$ cat src/rtl/bus_timer_pkg.sv
// Shared definitions for the memory-mapped machine timer: register offsets,
// decode enum, reset constants and the byte-enable merge helper.
package bus_timer_pkg;

    localparam logic [9:0] TimerMtimeLo    = 10'h000;
    localparam logic [9:0] TimerMtimeHi    = 10'h004;
    localparam logic [9:0] TimerMtimecmpLo = 10'h008;
    localparam logic [9:0] TimerMtimecmpHi = 10'h00C;
    localparam logic [9:0] TimerPrescale   = 10'h010;
    localparam logic [9:0] TimerCtrl       = 10'h014;

    localparam logic [63:0] MtimecmpReset = 64'hFFFF_FFFF_FFFF_FFFF;
    localparam logic [31:0] PrescaleReset = 32'h0000_0000;

    typedef enum logic [2:0] {
        RegMtimeLo,
        RegMtimeHi,
        RegMtimecmpLo,
        RegMtimecmpHi,
        RegPrescale,
        RegCtrl,
        RegInvalid
    } timer_reg_e;

    // Decode works on the word index (byte address bits [9:2]).
    function automatic timer_reg_e decode_reg(input logic [7:0] word_addr);
        case (word_addr)
            TimerMtimeLo[9:2]:    return RegMtimeLo;
            TimerMtimeHi[9:2]:    return RegMtimeHi;
            TimerMtimecmpLo[9:2]: return RegMtimecmpLo;
            TimerMtimecmpHi[9:2]: return RegMtimecmpHi;
            TimerPrescale[9:2]:   return RegPrescale;
            TimerCtrl[9:2]:       return RegCtrl;
            default:              return RegInvalid;
        endcase
    endfunction

    function automatic logic [31:0] apply_be(input logic [31:0] old_val,
                                             input logic [31:0] new_val,
                                             input logic [3:0]  be);
        logic [31:0] result;
        result = old_val;
        for (int i = 0; i < 4; i++) begin
            if (be[i]) begin
                result[8*i +: 8] = new_val[8*i +: 8];
            end
        end
        return result;
    endfunction

endpackage

$ cat src/rtl/bus_timer_prescaler.sv
// Prescaler for the machine timer: counts 0..limit_i while enabled and
// pulses tick_o on the terminal count.
module bus_timer_prescaler #(
    parameter int PrescaleWidth = 8
) (
    input  logic                     clk_i,
    input  logic                     rst_ni,
    input  logic                     enable_i,
    input  logic                     clear_i,
    input  logic [PrescaleWidth-1:0] limit_i,
    output logic                     tick_o
);

    logic [PrescaleWidth-1:0] pcnt;

    // A clearing write restarts the period, so it also suppresses the tick.
    assign tick_o = enable_i && !clear_i && (pcnt == limit_i);

    always_ff @(posedge clk_i or negedge rst_ni) begin
        if (!rst_ni) begin
            pcnt <= '0;
        end else if (clear_i) begin
            pcnt <= '0;
        end else if (enable_i) begin
            pcnt <= tick_o ? '0 : pcnt + PrescaleWidth'(1);
        end
    end

endmodule

$ cat src/rtl/bus_timer.sv
// RISC-V style mtime/mtimecmp timer on a single-cycle bus device port,
// with a prescaler and a shadowed high word for atomic 64-bit reads.
module bus_timer
    import bus_timer_pkg::*;
#(
    parameter int DataWidth     = 32,
    parameter int AddressWidth  = 32,
    parameter int PrescaleWidth = 8
) (
    input  logic                    clk_i,
    input  logic                    rst_ni,
    input  logic                    dev_req_i,
    input  logic                    dev_we_i,
    input  logic [3:0]              dev_be_i,
    input  logic [AddressWidth-1:0] dev_addr_i,
    input  logic [DataWidth-1:0]    dev_wdata_i,
    output logic                    dev_rvalid_o,
    output logic [DataWidth-1:0]    dev_rdata_o,
    output logic                    dev_err_o,
    output logic                    timer_irq_o
);

    logic [63:0]              mtime;
    logic [63:0]              mtimecmp;
    logic [31:0]              mtime_shadow;
    logic [PrescaleWidth-1:0] prescale;
    logic                     enable;
    logic                     tick;
    timer_reg_e               reg_sel;
    logic                     wr_en;
    logic                     rd_en;
    logic [31:0]              read_data;
    logic [31:0]              mtime_lo_wr;
    logic [31:0]              mtime_hi_wr;
    logic [31:0]              prescale_wr;
    logic                     unused_addr;

    assign reg_sel     = decode_reg(dev_addr_i[9:2]);
    assign wr_en       = dev_req_i && dev_we_i;
    assign rd_en       = dev_req_i && !dev_we_i;
    assign mtime_lo_wr = apply_be(mtime[31:0], dev_wdata_i, dev_be_i);
    assign mtime_hi_wr = apply_be(mtime[63:32], dev_wdata_i, dev_be_i);
    assign prescale_wr = apply_be(32'(prescale), dev_wdata_i, dev_be_i);
    assign unused_addr = ^{dev_addr_i[AddressWidth-1:10], dev_addr_i[1:0]};

    bus_timer_prescaler #(
        .PrescaleWidth(PrescaleWidth)
    ) u_prescaler (
        .clk_i   (clk_i),
        .rst_ni  (rst_ni),
        .enable_i(enable),
        .clear_i (wr_en && (reg_sel == RegPrescale)),
        .limit_i (prescale),
        .tick_o  (tick)
    );

    always_comb begin
        read_data = '0;
        case (reg_sel)
            RegMtimeLo:    read_data = mtime[31:0];
            RegMtimeHi:    read_data = mtime_shadow;
            RegMtimecmpLo: read_data = mtimecmp[31:0];
            RegMtimecmpHi: read_data = mtimecmp[63:32];
            RegPrescale:   read_data = 32'(prescale);
            RegCtrl:       read_data = {31'b0, enable};
            default:       read_data = '0;
        endcase
    end

    always_ff @(posedge clk_i or negedge rst_ni) begin
        if (!rst_ni) begin
            dev_rvalid_o <= 1'b0;
            dev_rdata_o  <= '0;
            dev_err_o    <= 1'b0;
        end else begin
            dev_rvalid_o <= dev_req_i;
            dev_rdata_o  <= rd_en ? read_data : '0;
            dev_err_o    <= dev_req_i && (reg_sel == RegInvalid);
        end
    end

    // A software write to either mtime half takes priority and drops that cycle's tick.
    always_ff @(posedge clk_i or negedge rst_ni) begin
        if (!rst_ni) begin
            mtime        <= '0;
            mtime_shadow <= '0;
        end else begin
            if (wr_en && (reg_sel == RegMtimeLo)) begin
                mtime[31:0] <= mtime_lo_wr;
            end else if (wr_en && (reg_sel == RegMtimeHi)) begin
                mtime[63:32] <= mtime_hi_wr;
            end else if (tick) begin
                mtime <= mtime + 64'd1;
            end

            if (rd_en && (reg_sel == RegMtimeLo)) begin
                mtime_shadow <= mtime[63:32];
            end else if (wr_en && (reg_sel == RegMtimeHi)) begin
                mtime_shadow <= mtime_hi_wr;
            end
        end
    end

    always_ff @(posedge clk_i or negedge rst_ni) begin
        if (!rst_ni) begin
            mtimecmp <= MtimecmpReset;
            prescale <= PrescaleReset[PrescaleWidth-1:0];
            enable   <= 1'b0;
        end else if (wr_en) begin
            case (reg_sel)
                RegMtimecmpLo: mtimecmp[31:0]  <= apply_be(mtimecmp[31:0], dev_wdata_i, dev_be_i);
                RegMtimecmpHi: mtimecmp[63:32] <= apply_be(mtimecmp[63:32], dev_wdata_i, dev_be_i);
                RegPrescale:   prescale        <= prescale_wr[PrescaleWidth-1:0];
                RegCtrl:       if (dev_be_i[0]) enable <= dev_wdata_i[0];
                default:       ;
            endcase
        end
    end

    always_ff @(posedge clk_i or negedge rst_ni) begin
        if (!rst_ni) begin
            timer_irq_o <= 1'b0;
        end else begin
            timer_irq_o <= (mtime >= mtimecmp);
        end
    end

endmodule

$ cat config.mk
export PLATFORM = sky130hd
export DESIGN_NAME = bus_timer
export DESIGN_NICKNAME = d
export VERILOG_FILES = /design/src/rtl/bus_timer_pkg.sv /design/src/rtl/bus_timer_prescaler.sv /design/src/rtl/bus_timer.sv
export SDC_FILE = /design/constraint.sdc
export NUM_CORES = 1
export LEC_CHECK = 0
export BUFFER_PORTS_ARGS = -buffer_cell sky130_fd_sc_hd__clkbuf_2
export CAP_MARGIN = 20
export CORE_MARGIN = 2
export CORE_UTILIZATION = 24
export DETAILED_ROUTE_END_ITERATION = 7
export PLACE_DENSITY = 0.36
export SLEW_MARGIN = 30
export SYNTH_ARGS = -nofsm -noshare
export SYNTH_HDL_FRONTEND = slang
export SYNTH_HIERARCHICAL = 1
export SYNTH_SLANG_ARGS = --single-unit
$ cat constraint.sdc
create_clock -name clk_i -period 3.7 [get_ports clk_i]
set_input_delay 0.555 -clock clk_i [delete_from_list [all_inputs] [get_ports clk_i]]
set_output_delay 0.555 -clock clk_i [all_outputs]
set_load 0.01 [all_outputs]
==> impl_metrics.ini, run 1 <==
[outcome]
status = finished, violations left
violations = negative hold slack

[setup_path]
rr_worst_depth = 10
critPathRequiredTime_ns = 4.22
critPathArrivalTime_ns = 3.86
critPathLaunchType = flop
path_buf_inv = 1
crit_chain = xor2_1 -> nor4_2 -> nand2_1 -> nor2_1 -> o41ai_4 -> nor3_4 -> buf_12 -> and3_1 -> or3b_1 -> nand4_1
crit_family = simple AND/OR/NAND/NOR gates
critPathSlowestCell = nor3_4
crit_type = flop to flop
r2r_slack_ns = 0.36
worstPathMaxFanout = 13
worst-path-stages = 10
cp-end-kind = flop
critPathMaxStageDelay_ns = 0.53

[logic_synthesis]
synth_edf_count = 0
synth_cell_types = 83
yosys_warnings = 6
async_reset_ff_share_pct = 100
yosysSeqAreaShare_pct = 41.8
syn_area_sq_mm = 0.0129
synth.net_count = 1559
synth_seq_cells = 212
synth_area_per_cell_sq_um = 9.07
ys_dominant_reg_cell = dfrtp_1
synthCells = 1420

[clock_network]
numCtsBuffers = 30
cts_hold_buf = 0
post_cts_buffers = 0
cts_tree = done
cts_resized = 0
clkLatencyLatePin_ns = 0.59
clockBufferDepth = 3
cts.htree.levels = 1
root_buffer = clkbuf_16
cts.sinks = 212
clk_pin_slew_worst_paths_ns = 0.06

[floorplan]
initial_utilization_pct = 24.4
dieArea_sq_mm = 0.0556
die_y_um = 236
coreArea_sq_mm = 0.0529
io_pins = 107
die_w_um = 236
rows = 84

[global_route]
grt_pass1_vias = 11700
grt_pass1_wl_um = 77400
grt_overflow = 0
grt.total_usage_pct = 18.1
antenna_found_initial = 0
grt_max_degree = 88

[power]
pwr-share-seq_pct = 41.6
power_frac_clock_pct = 50.3
power_frac_comb_pct = 8.1
power_density_mw_per_mm2 = 389
switchingPower_w = 0.00160
power.leakage_nw = 6.78
swShare_pct = 26.4
internal_power_w = 0.00448
max-vdd-ir-drop_mv = 0.351

[placed_design]
dp_hpwl_um = 36700
io_buffers = 82
place.gp.congestion = 0.806
dp_cells = 2187

[sta]
max_slew_margin_pct = 33.0
rsz0062_at_grt = false
finalClockSkew_ns = 0.0163
post-route-period-util_pct = 90.2
finalSetupViolCount = 0
worstMarginPinSlew_ns = 1.01
fin_crit_ns = 3.34
maxClockFrequency_mhz = 300
slew_viol_final = 0
finalHoldViolCount = 17
whs_ns = -0.0581
finalSetupTns_ns = 0

[routing]
viasPerCell = 5.18
drtIter0Drc = 797
drc_errors = 0
vias = 11600
wl_per_cell_um = 22.6
ant_nets = 0
drt_wl_total_um = 50600
dr.pass1.iters = 6

[finish]
drive_gt1_share_pct = 22.4
mostFrequentLayoutCell = nand2_1
diodes = 0
instances_no_fill = 2243
utilization_pct = 29.5
area_growth_pct = 21.2
layout.nets = 1670
layout_common_cells = nand2_1, dfrtp_1, a21oi_1, nor2_1, inv_1

[run]
max-cap-violations = 0

[min_path]
worstHoldPathType = input port to asynchronous set/reset pin
[Yosys cell counts, drive strengths merged (22+ instances only)]
| library cell | n | area (sq um) |
|---|---|---|
| a21oi | 129 | 683 |
| inv | 89 | 334 |
| a22oi | 36 | 270 |
| ha | 67 | 838 |
| nand2 | 159 | 599 |
| and3 | 29 | 186 |
| nand3 | 48 | 253 |
| nand4 | 29 | 181 |
| a22o | 32 | 280 |
| o21ai | 87 | 439 |
| dfstp | 64 | 1680 |
| clkbuf | 50 | 188 |
| dfrtp | 148 | 3700 |
| nor4 | 22 | 216 |
| o22ai | 42 | 263 |
| mux2 | 38 | 428 |
| nor3 | 27 | 140 |
| nor2 | 96 | 363 |
| buf | 24 | 129 |
[layer usage]
metal	vias up	share of wire, %	wire length [um]	global-route usage, %
met4	0	2.3	1190	4.32
met2	223	47	23700	29.7
met3	54	3.7	1880	2.38
met1	5830	47	23800	25.2
li1	5511	-	-	-
met5	-	0	0	0
[power by group through the flow]
| stage | logic, W | clock network, W | registers, W |
|---|---|---|---|
| floorplan | 0.000257 | 0 | 0.00254 |
| global placement | 0.000498 | 0 | 0.00257 |
| detailed placement | 0.000501 | 0 | 0.00257 |
| CTS | 0.000504 | 0.00316 | 0.00253 |
| global route | 0.000554 | 0.00325 | 0.00255 |
| finish | 0.000494 | 0.00306 | 0.00253 |
[logic make-up after synthesis]
family	synth area share, %
xor gates and xnor gates	0.884
AOI/OAI and AO/OA	23.7
buffers and inverters	5.05
DFF	41.8
muxes	3.86
and+or+nand+nor	18.2
adders and majority gates	6.51
[flip-flops by register name, summed over array words and instances, names as in the netlist]
register	count
dev_rdata_o	32
dev_rvalid_o	1
u_prescaler/pcnt	8
mtime_shadow	32
timer_irq_o	1
prescale	8
mtime	64
mtimecmp	64
enable	1
dev_err_o	1
[layout make-up]
class,count,area [sq um]
Clock buffer,45,887
Clock inverter,11,144
Fill cell,5639,37200
Inverter,89,334
Multi-Input combinational cell,1045,6920
Sequential cell,212,5390
Tap cell,688,861
Timing Repair Buffer,153,1090
[worst paths after layout]
kind                              endpoint                 from
max in group asynchronous     mtimecmp[19]               rst_ni
setup reg to reg                 mtime[59]  u_prescaler/pcnt[5]
min in group clk_i            dev_rvalid_o            dev_req_i
setup / recovery                 mtime[59]  u_prescaler/pcnt[5]
hold reg to reg               mtimecmp[34]         mtimecmp[34]
hold / removal             dev_rdata_o[31]               rst_ni
[worst register-to-register path: cells and delay by family, from the launching register on]
kind	cells	cell delay [ns]
AO/OA/AOI/OAI	1	0.21
XOR/XNOR	1	0.17
buffers and inverters	1	0.24
flip-flops	1	0.44
AND/OR/NAND/NOR	7	2.21
[through the flow]
step / power (W) / area (sq um) / setup slack [ns]
3_5_place_dp: 0.00307 / 14600 / 0.154
5_1_grt: 0.00635 / 15600 / 0.162
6_report: 0.00608 / 15600 / 0.362
3_3_place_gp: 0.00307 / 14600 / 0.0967
2_1_floorplan: 0.00279 / 12900 / 0.0854
4_1_cts: 0.00619 / 15600 / 0.378
Note: power is estimated with default switching activity, not from simulation.
==> inputs of run 2 (changes only) <==
CELL_PAD_IN_SITES_DETAIL_PLACEMENT = 0   (was unset)
CELL_PAD_IN_SITES_GLOBAL_PLACEMENT = 2   (was unset)
PLACE_DENSITY = 0.52   (was 0.36)
==> run 2 against run 1 <==
The run now ends clean; clock skew up 0.0059 ns; clock-buffer cell count up 9; final cell count up 0.18%; worst setup slack better by 0.099 ns; combinational power up 0.8%; utilization up 0.13 points; critical endpoint is now mtime[1].
==> impl_metrics.ini, run 2 (same netlist as run 1, synthesis figures left out) <==
[setup_path]
r2r-end = mtime[1]
crit_path_frequent_cell = nor2_1
r2r_slack_ns = 0.46
rr_worst_depth = 11
critPathLaunchType = flop
r2r_start = u_prescaler/pcnt[5]
crit_type = flop to flop
critPathSlowestCell = nor4_2
critPathMaxStageDelay_ns = 0.49
crit_chain = xor2_1 -> nor4_2 -> nand2_1 -> nor2_1 -> buf_4 -> inv_1 -> nor2_1 -> nand2_1 -> buf_4 -> o22ai_1 -> nor2_1
cp-end-kind = flop
worstPathMaxFanout = 16
critPathArrivalTime_ns = 3.67
critPathRequiredTime_ns = 4.13

[power]
power_frac_comb_pct = 7.8
power_frac_clock_pct = 52.6
power.leakage_nw = 6.82
power_density_mw_per_mm2 = 408
switchingPower_w = 0.00165
internal_power_w = 0.00475
max-vdd-ir-drop_mv = 0.288
pwr-share-seq_pct = 39.6
swShare_pct = 25.8

[routing]
dr.pass1.iters = 5
drt_wl_total_um = 52500
vias = 11600
ant_nets = 0
drc_errors = 0
viasPerCell = 5.18
drtIter0Drc = 760
wl_per_cell_um = 23.4

[global_route]
grt_pass1_vias = 11800
grt_max_degree = 76
grt.total_usage_pct = 18.9
antenna_found_initial = 0
grt_pass1_wl_um = 79200
grt_overflow = 0

[placed_design]
dpl-instance-area_sq_mm = 0.0145
io_buffers = 82
place.gp.congestion = 0.751
dp_hpwl_um = 37600
dpl_worst_slack_ns = 0.124

[clock_network]
cts_hold_buf = 0
clockBufferDepth = 3
root_buffer = clkbuf_16
post_cts_buffers = 0
clk_pin_slew_worst_paths_ns = 0.06
cts.htree.levels = 2
cts_resized = 0
cts.sinks = 212
clkLatencyLatePin_ns = 0.55
numCtsBuffers = 34
cts_tree = done

[sta]
rsz0062_at_grt = false
maxClockFrequency_mhz = 309
max_slew_margin_pct = 37.6
fin_crit_ns = 3.24
worstMarginPinSlew_ns = 0.934
worst_slack_ns = 0.461
finalHoldViolCount = 0
finalSetupTns_ns = 0
finalSetupViolCount = 0
finalClockSkew_ns = 0.0222
post-route-period-util_pct = 87.5
slew_viol_final = 0

[finish]
diodes = 0
mostFrequentLayoutCell = nand2_1
utilization_pct = 29.7
multi_input_comb_area_sq_mm = 0.00692
area_growth_pct = 21.8
ff_latch_area_sq_mm = 0.00539
drive_gt1_share_pct = 22.5
stdcell_area_sq_mm = 0.0157
layout.nets = 1672
fill_cells = 5659
layout_common_cells = nand2_1, dfrtp_1, a21oi_1, nor2_1, inv_1
largest_registers = mtime x64, mtimecmp x64

[floorplan]
initial_utilization_pct = 24.4
die_y_um = 236
dieArea_sq_mm = 0.0556
coreArea_sq_mm = 0.0529
rows = 84
io_pins = 107
die_w_um = 236

[run]
max-cap-violations = 0

[min_path]
worstHoldPathType = input port to asynchronous set/reset pin

[outcome]
status = finished clean
-- run 2: cell types whose count changed in the layout (fill, tap and decap cells not counted), sizes merged --
cell	previous run	this run
clkinvlp	1	0
buf	72	70
clkbuf	126	135
bufinv	3	2
clkinv	7	6
-- run 2: worst max path at each step --
stage	from	endpoint	slack [ns]	depth (start not counted)
after floorplan	dev_addr_i[7]	mtime[12]	0.09	16
after global placement	dev_addr_i[7]	mtime[2]	0.14	14
after detailed placement	dev_addr_i[6]	mtime[1]	0.12	16
after CTS	prescale[5]	mtime[1]	0.49	11
after global routing	u_prescaler/pcnt[5]	mtime[1]	0.29	11
final	u_prescaler/pcnt[5]	mtime[1]	0.46	11
-- run 2: per-stage QoR --
| stage | hold WS, ns | power, W | std cells |
|---|---|---|---|
| 2_1_floorplan | 0.259 | 0.00279 | 1420 |
| 3_5_place_dp | 0.493 | 0.00308 | 2185 |
| 5_1_grt | 0.0701 | 0.00669 | 2247 |
| 4_1_cts | 0.0418 | 0.00653 | 2247 |
| 6_report | 0.0194 | 0.00640 | 2247 |
| 3_3_place_gp | 0.483 | 0.00307 | 2185 |
-- run 2: worst max-delay path, delay by kind of cell (launching register included) --
kind,cells,cell delay [ns]
AO/OA/AOI/OAI,1,0.14
buffers and inverters,3,0.66
XOR/XNOR,1,0.17
flip-flops,1,0.44
AND/OR/NAND/NOR,6,1.69
-- run 2: routing by layer --
layer,up-vias,global-route usage (%),wire length [um],share of wire [%]
li1,5520,-,-,-
met1,5819,25.8,24900,47
met2,244,31.2,24600,47
met3,59,2.29,1700,3.2
met4,0,5.87,1360,2.6
met5,-,0,0,0
-- run 2: power groups by stage --
stage               Sequential, W  Clock, W  Combinational, W
detailed placement        0.00257         0          0.000508
global placement          0.00257         0          0.000504
CTS                       0.00253   0.00349          0.000510
finish                    0.00253   0.00337          0.000498
floorplan                 0.00254         0          0.000257
global route              0.00255   0.00358          0.000559
-- run 2: layout make-up --
| type | count | share of cell area [%] |
|---|---|---|
| Clock buffer | 54 | 6.82 |
| Clock inverter | 8 | 0.574 |
| Inverter | 89 | 2.13 |
| Multi-Input combinational cell | 1045 | 44.1 |
| Sequential cell | 212 | 34.3 |
| Tap cell | 688 | 5.49 |
| Timing Repair Buffer | 151 | 6.54 |
